<file path="src/rtl/aether_engine_sequencer_pkg.sv">
// Shared Aether constants: decoder instruction codes, register/param codes and
// the sequencer state encoding.
package aether_engine_sequencer_pkg;

  localparam logic [3:0] INSTR_NOP = 4'h0;
  localparam logic [3:0] INSTR_RST = 4'h1;
  localparam logic [3:0] INSTR_RDR = 4'h2;
  localparam logic [3:0] INSTR_WRR = 4'h3;
  localparam logic [3:0] INSTR_LDW = 4'h4;
  localparam logic [3:0] INSTR_CNV = 4'h5;
  localparam logic [3:0] INSTR_DNS = 4'h6;

  localparam logic [3:0] RST_FULL  = 4'hF;
  localparam logic [3:0] REG_VERSN = 4'h0;
  localparam logic [3:0] REG_MSTRT = 4'h1;

  localparam int CMD_W = 24;

  typedef enum logic [1:0] {IDLE, ISSUE, WAIT, RESP} seq_state_e;

  // Long ops hold the sequencer until the datapath reports completion.
  function automatic logic is_long_op(input logic [3:0] instr);
    return (instr == INSTR_LDW) || (instr == INSTR_CNV) || (instr == INSTR_DNS);
  endfunction

endpackage

</file>
<file path="src/rtl/aether_engine_sequencer_fifo.sv">
// Synchronous command FIFO with registered count, full and empty flags.
module aether_cmd_fifo #(
  parameter int DEPTH = 4,
  parameter int WIDTH = 24
) (
  input  logic             clk_i,
  input  logic             rst_ni,
  input  logic             push_i,
  input  logic             pop_i,
  input  logic [WIDTH-1:0] wdata_i,
  output logic [WIDTH-1:0] rdata_o,
  output logic             full_o,
  output logic             empty_o
);

  localparam int AW = $clog2(DEPTH);
  localparam int CW = AW + 1;

  logic [AW-1:0]    wr_ptr_q, wr_ptr_d, rd_ptr_q, rd_ptr_d;
  logic [CW-1:0]    count_q, count_d;
  logic             full_q, full_d, empty_q, empty_d;
  logic [WIDTH-1:0] mem_q [DEPTH];
  logic [WIDTH-1:0] mem_d [DEPTH];
  logic             do_push, do_pop;

  always_comb begin
    do_push  = push_i && !full_q;
    do_pop   = pop_i && !empty_q;
    wr_ptr_d = wr_ptr_q + AW'(do_push);
    rd_ptr_d = rd_ptr_q + AW'(do_pop);
    count_d  = count_q + CW'(do_push) - CW'(do_pop);
    full_d   = (count_d == CW'(DEPTH));
    empty_d  = (count_d == '0);
    mem_d    = mem_q;
    if (do_push) mem_d[wr_ptr_q] = wdata_i;
  end

  always_ff @(posedge clk_i or negedge rst_ni) begin
    if (!rst_ni) begin
      wr_ptr_q <= '0;
      rd_ptr_q <= '0;
      count_q  <= '0;
      full_q   <= 1'b0;
      empty_q  <= 1'b1;
    end else begin
      wr_ptr_q <= wr_ptr_d;
      rd_ptr_q <= rd_ptr_d;
      count_q  <= count_d;
      full_q   <= full_d;
      empty_q  <= empty_d;
    end
  end

  // Storage carries data only, so it needs no reset.
  always_ff @(posedge clk_i) begin
    mem_q <= mem_d;
  end

  assign rdata_o = mem_q[rd_ptr_q];
  assign full_o  = full_q;
  assign empty_o = empty_q;

endmodule

</file>
<file path="src/rtl/aether_engine_sequencer.sv">
// Command sequencer: queues host commands and presents each one to the decoder for
// exactly one cycle, holding long ops until done and returning RDR data to the host.
module aether_engine_sequencer
  import aether_engine_sequencer_pkg::*;
#(
  parameter int DEPTH          = 4,
  parameter int TIMEOUT_CYCLES = 65535
) (
  input  logic        clk_i,
  input  logic        rst_ni,
  input  logic        cmd_valid_i,
  output logic        cmd_ready_o,
  input  logic [23:0] cmd_data_i,
  output logic        rsp_valid_o,
  input  logic        rsp_ready_i,
  output logic [15:0] rsp_data_o,
  output logic [3:0]  instruction_o,
  output logic [3:0]  param_1_o,
  output logic [15:0] param_2_o,
  input  logic [15:0] dec_data_i,
  input  logic        op_done_i,
  output logic        busy_o,
  output logic        err_o
);

  localparam int CNT_W = (TIMEOUT_CYCLES > 1) ? $clog2(TIMEOUT_CYCLES) : 1;
  localparam logic [CNT_W-1:0] CNT_LAST = CNT_W'(TIMEOUT_CYCLES - 1);

  seq_state_e       state_q, state_d;
  logic [3:0]       instr_q, instr_d, p1_q, p1_d;
  logic [15:0]      p2_q, p2_d, rsp_data_q, rsp_data_d;
  logic             rsp_valid_q, rsp_valid_d, err_q, err_d;
  logic [CNT_W-1:0] cnt_q, cnt_d;
  logic             fifo_pop, fifo_full, fifo_empty;
  logic [CMD_W-1:0] fifo_head;

  assign fifo_pop = (state_q == IDLE) && !fifo_empty;

  aether_cmd_fifo #(.DEPTH(DEPTH), .WIDTH(CMD_W)) u_fifo (
    .clk_i   (clk_i),
    .rst_ni  (rst_ni),
    .push_i  (cmd_valid_i),
    .pop_i   (fifo_pop),
    .wdata_i (cmd_data_i),
    .rdata_o (fifo_head),
    .full_o  (fifo_full),
    .empty_o (fifo_empty)
  );

  // Issue regs default to NOP/0 so the decoder sees each command for one cycle only.
  always_comb begin
    state_d     = state_q;
    instr_d     = INSTR_NOP;
    p1_d        = '0;
    p2_d        = '0;
    rsp_valid_d = rsp_valid_q;
    rsp_data_d  = rsp_data_q;
    err_d       = err_q;
    cnt_d       = cnt_q;
    case (state_q)
      IDLE: begin
        if (!fifo_empty) begin
          {instr_d, p1_d, p2_d} = fifo_head;
          state_d = ISSUE;
        end
      end
      ISSUE: begin
        state_d = IDLE;
        if (instr_q == INSTR_RDR) begin
          state_d     = RESP;
          rsp_valid_d = 1'b1;
          rsp_data_d  = dec_data_i;
        end else if (is_long_op(instr_q)) begin
          state_d = WAIT;
          cnt_d   = '0;
        end else if ((instr_q == INSTR_RST) && (p1_q == RST_FULL)) begin
          err_d = 1'b0;
        end
      end
      WAIT: begin
        if (op_done_i) begin
          state_d = IDLE;
        end else if (cnt_q == CNT_LAST) begin
          err_d   = 1'b1;
          state_d = IDLE;
        end else begin
          cnt_d = cnt_q + CNT_W'(1);
        end
      end
      RESP: begin
        if (rsp_ready_i) begin
          rsp_valid_d = 1'b0;
          state_d     = IDLE;
        end
      end
      default: state_d = IDLE;
    endcase
  end

  always_ff @(posedge clk_i or negedge rst_ni) begin
    if (!rst_ni) begin
      state_q     <= IDLE;
      instr_q     <= INSTR_NOP;
      p1_q        <= '0;
      p2_q        <= '0;
      rsp_valid_q <= 1'b0;
      rsp_data_q  <= '0;
      err_q       <= 1'b0;
      cnt_q       <= '0;
    end else begin
      state_q     <= state_d;
      instr_q     <= instr_d;
      p1_q        <= p1_d;
      p2_q        <= p2_d;
      rsp_valid_q <= rsp_valid_d;
      rsp_data_q  <= rsp_data_d;
      err_q       <= err_d;
      cnt_q       <= cnt_d;
    end
  end

  assign cmd_ready_o   = !fifo_full;
  assign rsp_valid_o   = rsp_valid_q;
  assign rsp_data_o    = rsp_data_q;
  assign instruction_o = instr_q;
  assign param_1_o     = p1_q;
  assign param_2_o     = p2_q;
  assign busy_o        = (state_q != IDLE) || !fifo_empty;
  assign err_o         = err_q;

endmodule

</file>
<file path="config.mk">
export PLATFORM = sky130hd
export DESIGN_NAME = aether_engine_sequencer
export DESIGN_NICKNAME = d
export VERILOG_FILES = /design/src/rtl/aether_engine_sequencer_pkg.sv /design/src/rtl/aether_engine_sequencer_fifo.sv /design/src/rtl/aether_engine_sequencer.sv
export SDC_FILE = /design/constraint.sdc
export NUM_CORES = 1
export LEC_CHECK = 0
export ABC_CLOCK_PERIOD_IN_PS = 4000
export CAP_MARGIN = 20
export CORE_MARGIN = 2
export CORE_UTILIZATION = 50
export DETAILED_ROUTE_END_ITERATION = 10
export GPL_TIMING_DRIVEN = 0
export PLACE_DENSITY_LB_ADDON = 0.25
export SETUP_SLACK_MARGIN = 0.4
export SKIP_LAST_GASP = 1
export SLEW_MARGIN = 25
export SYNTH_ARGS = -nofsm -noshare
export SYNTH_HDL_FRONTEND = slang
export SYNTH_SLANG_ARGS = --single-unit
</file>
<file path="constraint.sdc">
create_clock -name clk_i -period 4 [get_ports clk_i]
set_input_delay 1 -clock clk_i [delete_from_list [all_inputs] [get_ports clk_i]]
set_output_delay 1 -clock clk_i [all_outputs]
set_load 0.005 [all_outputs]
</file>
### After elaboration in Yosys (flattened, before gate mapping)

Cells that the tools add are included.

| word-level totals | value |
|---|---|
| word-level logic and storage cells | 102 |
| output and inout port bits | 44 |
| register bits | 165 |
| bits of input ports | 45 |

| operators by class | value |
|---|---|
| reduce and logical (&&, ||, !) cells | 20 |
| equal/unequal tests | 22 |
| bitwise operators | 2 |
| multiplexer cells | 33 |
| add/sub/neg operators | 5 |
| magnitude comparators | 3 |

Operator list:

| cell | count |
|---|---|
| bitwise mux 96 bit | 1 |
| two-way mux 16 bit | 6 |
| two-way mux 24 bit | 3 |
| binary-select mux 24 bit (select 2 bit) | 1 |
| demux 24 bit (select 2 bit) | 1 |
| one-hot mux 16 bit (2 select lines) | 1 |
| inequality test 2 bit (second input constant) | 10 |
| adder 16 x 1 -> 16 bit (second input constant) | 1 |
| == test 16 bit (second input constant) | 1 |
| two-way mux 4 bit | 4 |
| == test 4 x 3 -> 1 bit (second input constant) | 3 |
| two-way mux 2 bit | 6 |
| one-hot mux 2 bit (4 select lines) | 1 |
| two-way mux 1 bit | 7 |
| >= comparator 3 bit (second input constant) | 2 |
| NOT 2 -> 3 bit | 2 |
| AND reduction 3 bit | 2 |
| AND reduction 6 bit | 1 |
| nonzero test 2 bit | 3 |
| logical AND 1 bit | 5 |
| AND reduction 5 bit | 1 |
| adder 2 x 1 -> 2 bit | 2 |
| == test 2 bit (second input constant) | 2 |
| == test 4 x 1 -> 1 bit (second input constant) | 1 |
| other kinds (14) | 18 |

### Longest topological paths before layout

| logic depth | value |
|---|---|
| word-level depth | 6 |
| depth in mapped cells | 9 |
| gate-level depth less buffers | 8 |

### Hierarchy

From an unflattened synthesis, not the netlist that was laid out.

| unflattened totals | value |
|---|---|
| cell total of the unflattened synthesis | 377 |
| area total of the unflattened synthesis | 6414.9 um2 |

By module, submodules not included:

| module | times used | area an instance (um2) | cells each | seq. area each (um2) |
|---|---|---|---|---|
| aether_cmd_fifo | 1 | 3921.3 | 156 | 3109.2 |
| aether_engine_sequencer | 1 | 2493.6 | 221 | 1501.4 |

### Worst setup path after synthesis

No wires, ideal clock.

| timing path | value |
|---|---|
| kind | input port to flip-flop |
| start | in cmd_valid_i |
| end | reg u_fifo.mem_q[72] (netlist name) (enable) |
| path buffers | 0 |
| stages | 2 |
| path slack | 0.445 ns |
| required time | 3.560 ns |
| data arrival time | 3.115 ns |
| setup time | 0.440 ns |
| cells stage by stage | nor2b_1 -> nor3b_1 |

| between the ends | value |
|---|---|
| longest elaborated chain between the ends | 1 |

Ends and longest elaborated chain:

| what | line | text |
|---|---|---|
| start: declaration | aether_engine_sequencer.sv:11 | `input logic cmd_valid_i,` |
| logical AND 1 bit | aether_engine_sequencer_fifo.sv:27 | `do_push = push_i && !full_q;` |
| end signal: assignment | aether_engine_sequencer_fifo.sv:56 | `mem_q <= mem_d;` |
| end: declaration | aether_engine_sequencer_fifo.sv:22 | `logic [WIDTH-1:0] mem_q [DEPTH];` |

No other way between the ends.
A chain may end at the register's enable or synchronous reset.

### Worst setup path in the final report

| timing path | value |
|---|---|
| start | reg state_q[1] |
| end | reg u_fifo.full_q (netlist: u_fifo.full_o) |

| between the ends | value |
|---|---|
| longest elaborated chain between the ends | 5 |

Ends and longest elaborated chain:

| what | line | text |
|---|---|---|
| start: declaration | aether_engine_sequencer.sv:29 | `seq_state_e state_q, state_d;` |
| start signal: assignment | aether_engine_sequencer.sv:111 | `state_q <= state_d;` |
| logical NOT 2 bit | aether_engine_sequencer.sv:37 | `assign fifo_pop = (state_q == IDLE) && !fifo_empty;` |
| logical AND 1 bit | aether_engine_sequencer.sv:37 |  |
| logical AND 1 bit | aether_engine_sequencer_fifo.sv:28 | `do_pop = pop_i && !empty_q;` |
| subtractor 3 x 1 -> 3 bit | aether_engine_sequencer_fifo.sv:31 | `count_d = count_q + CW'(do_push) - CW'(do_pop);` |
| via u_fifo.count_d[2] | aether_engine_sequencer_fifo.sv:20 | `logic [CW-1:0] count_q, count_d;` |
| == test 3 bit | aether_engine_sequencer_fifo.sv:32 | `full_d = (count_d == CW'(DEPTH));` |
| via u_fifo.full_d | aether_engine_sequencer_fifo.sv:21 | `logic full_q, full_d, empty_q, empty_d;` |
| end signal: assignment | aether_engine_sequencer_fifo.sv:49 | `full_q <= full_d;` |
| end: declaration | aether_engine_sequencer_fifo.sv:21 |  |

The timed path passes the listed nets, and every way through them passes these cells.

==> impl_metrics.toml <==
[status]
status = "finished clean"

[critical_path]
worstPathArrival_ps = 3300
cp_max_fo = 11
crit_required_ps = 4330
cp-end-kind = "flop"
critical_path_class = "flop to flop"
start_kind = "flop"

[logic_synthesis]
postSynthCellCount = 381
avgSynthCellArea_um2 = 16.9
seq_area_frac_synth_pct = 71.6
synth_warnings = 0
synthArstFlopShare_pct = 41.8
synth_cell_type_count = 58
synth_ff_type = "edfxtp_1"
synth.top_cell.area_share_pct = 44.7
synth.cell_area_um2 = 6440
yosys.area.top_type = "edfxtp_1"
synth-edff-count = 96
ys_top_cells_by_area = "edfxtp_1 45%, dfrtp_1 26%, mux4_2 8.4%"
syn_nets = 433
ys_ff_latch = 165

[timing]
finalHoldViolations = 0
max_freq_mhz = 336
drv_slew = 0
setup_viol = 0
skew_ps = 5.07
tightest_slew_ps = 682
max_slew_margin_pct = 54.5
fin_crit_sh_pct = 74.5
layout_min_cycle_time_ps = 2980
rsz0062_at_grt = "no"
setup_tns_ps = 0

[clock_network]
h-tree-depth = 4
cts.repair.resized = 0
cts_sinks = 165
cts_hold_buf = 0
cts_tree = "done"
clkTransAtPathRegs_ps = 60
clk_latency_ps = 420
cts_root_buf = "clkbuf_16"
cts_buffers = 17
cts_buffer_depth = 2
post-cts-setup-buffers = 0

[layout]
multiInputGateArea_um2 = 1750
area_growth_pct = 26.9
layout-drive-gt1-share_pct = 18.2
diodes = 0
fin_nets = 545
fillers = 941
register_area_um2 = 4610
fin_util_pct = 64.8

[die]
boundaryPins = 89
start_util_pct = 51.1
fp.coreArea_um2 = 12600
row_count = 41
die-area_um2 = 13800
dieWidth_um = 118
die_h_um = 118

[drt]
first_iter_violations = 224
via_per_inst = 5.24
drc = 0
wl_mm = 11.5
vias = 3554
final_antenna_net_count = 0
wire_per_inst_um = 17.0
drt_pre_antenna_iters = 4

[global_route]
grt_pass1_wl_mm = 18.3
grt_max_degree = 39
gr-total-overflow = 0
grt.total_usage_pct = 17.6
antenna_found_initial = 0
grt_pass1_vias = 3655

[placed_design]
gp_congestion = 0.789
hpwl_mm = 7.60
portBuffers = 88

[run]
maxCapViolCount = 0

[pwr]
pwr_density_cell_nw_per_um2 = 697
vdd_drop_max_mv = 0.511
p_leak_uw = 0.00305

[worst_hold_path]
hold_class = "flop to flop"
[sequential cells by signal (all words and copies together) (netlist names), 3 cells and up]
register / count
cnt_q: 16
instruction_o: 4
param_1_o: 4
param_2_o: 16
rsp_data_o: 16
u_fifo.count_q: 3
u_fifo.mem_q: 96
[placed cells by master, fill, tap and decap left out, types with 13 or more instances in the layout]
cell type and count:
dfrtp_1 68, mux4_2 24, nand2_1 18, o21ai_0 13, clkbuf_16 17, mux2_2 16, and2_1 26, edfxtp_1 96
clkdlybuf4s50_1 87
[area by class of cell]
cell class              count  share of cell area, %
flip-flops and latches    165                   56.4
multi-input cells         194                   21.4
repair buffers             93                   11.6
clock buffers              22                   5.56
well taps                 172                   2.63
clock inverters            10                   1.19
plain buffers              13                  0.811
inverters                   9                  0.413
[layer usage]
metal / vias up / wire, um / global-route usage, %
met1: 1765 / 4980 / 21.7
li1: 1688 / - / -
met3: 8 / 682 / 6.44
met5: - / 0 / 0
met4: 0 / 113 / 6.17
met2: 93 / 5760 / 28.9
[cells in the mapped netlist (2+ instances only)]
cell      number
a21oi_1        6
nor3_1         7
buf_2          5
o21ai_0       13
a31oi_1        2
xor2_1         2
mux2_2        16
ha_1           6
a41oi_1        2
nor2b_1        4
nand4_1        9
inv_1          9
and2_1        26
nand2_1       18
nand3b_1       2
o31ai_1        3
nand3_1        9
mux4_2        24
edfxtp_1      96
clkbuf_1       5
nor4_1         2
nor3b_1        2
xnor2_1        2
and3_1         2
nor2_1         9
dfrtp_1       68
[worst max-delay path: stages, from the launching register on]
cell      delay, ps
dfrtp_1         460
nor3_1          530
clkbuf_1        470
ha_1            210
inv_1            40
ha_1            200
fa_1            370
xnor2_1         140
xnor2_1         220
nor3b_1         230
[stage by stage]
stage               instances  setup slack [ps]  hold slack (ps)  total power, uW  area (um2)
finish                    678              1020              482             5700        8170
global route              678               818              510             6010        8170
CTS                       678               956              487             5780        8170
detailed placement        646               799              475             4260        7620
global placement          641             -1470              458             4170        7540
floorplan                 381               445              453             3480        6440
[kinds of logic (layout without fill, tap and decap cells)]
group	count (synthesis)	in the layout	synth area share (%)
compound gates	40	40	4.14
simple gates	103	103	9.55
fa+ha+maj	7	7	1.48
flops	165	165	71.6
mux	40	40	11.2
xor+xnor	4	4	0.544
buf+inv	22	147	1.55
[path summary, 6_finish.rpt]
kind	startpoint	endpoint	slack (ps)	cells after the start
worst max-delay path	state_q[1]$_DFFE_PN0P_	u_fifo.full_o$_DFF_PN0_	1020	9
worst min-delay path	rsp_valid_o$_DFFE_PN0P_	rsp_valid_o$_DFFE_PN0P_	480	2
worst max register to register	state_q[1]$_DFFE_PN0P_	u_fifo.full_o$_DFF_PN0_	1020	9
worst min register to register	rsp_valid_o$_DFFE_PN0P_	rsp_valid_o$_DFFE_PN0P_	480	2
max in group asynchronous	rst_ni	rsp_data_o[4]$_DFFE_PN0P_	2920	2
min in group asynchronous	rst_ni	param_2_o[12]$_DFF_PN0_	530	1
[power breakdown]
part / leakage (uW) / total [uW] / internal, uW / switching, uW
combinational: 0.00103 / 1750 / 964 / 782
clock: 0.000263 / 1500 / 877 / 627
sequential: 0.00176 / 2450 / 2270 / 184
No activity file was read; power rests on OpenSTA's default activity.
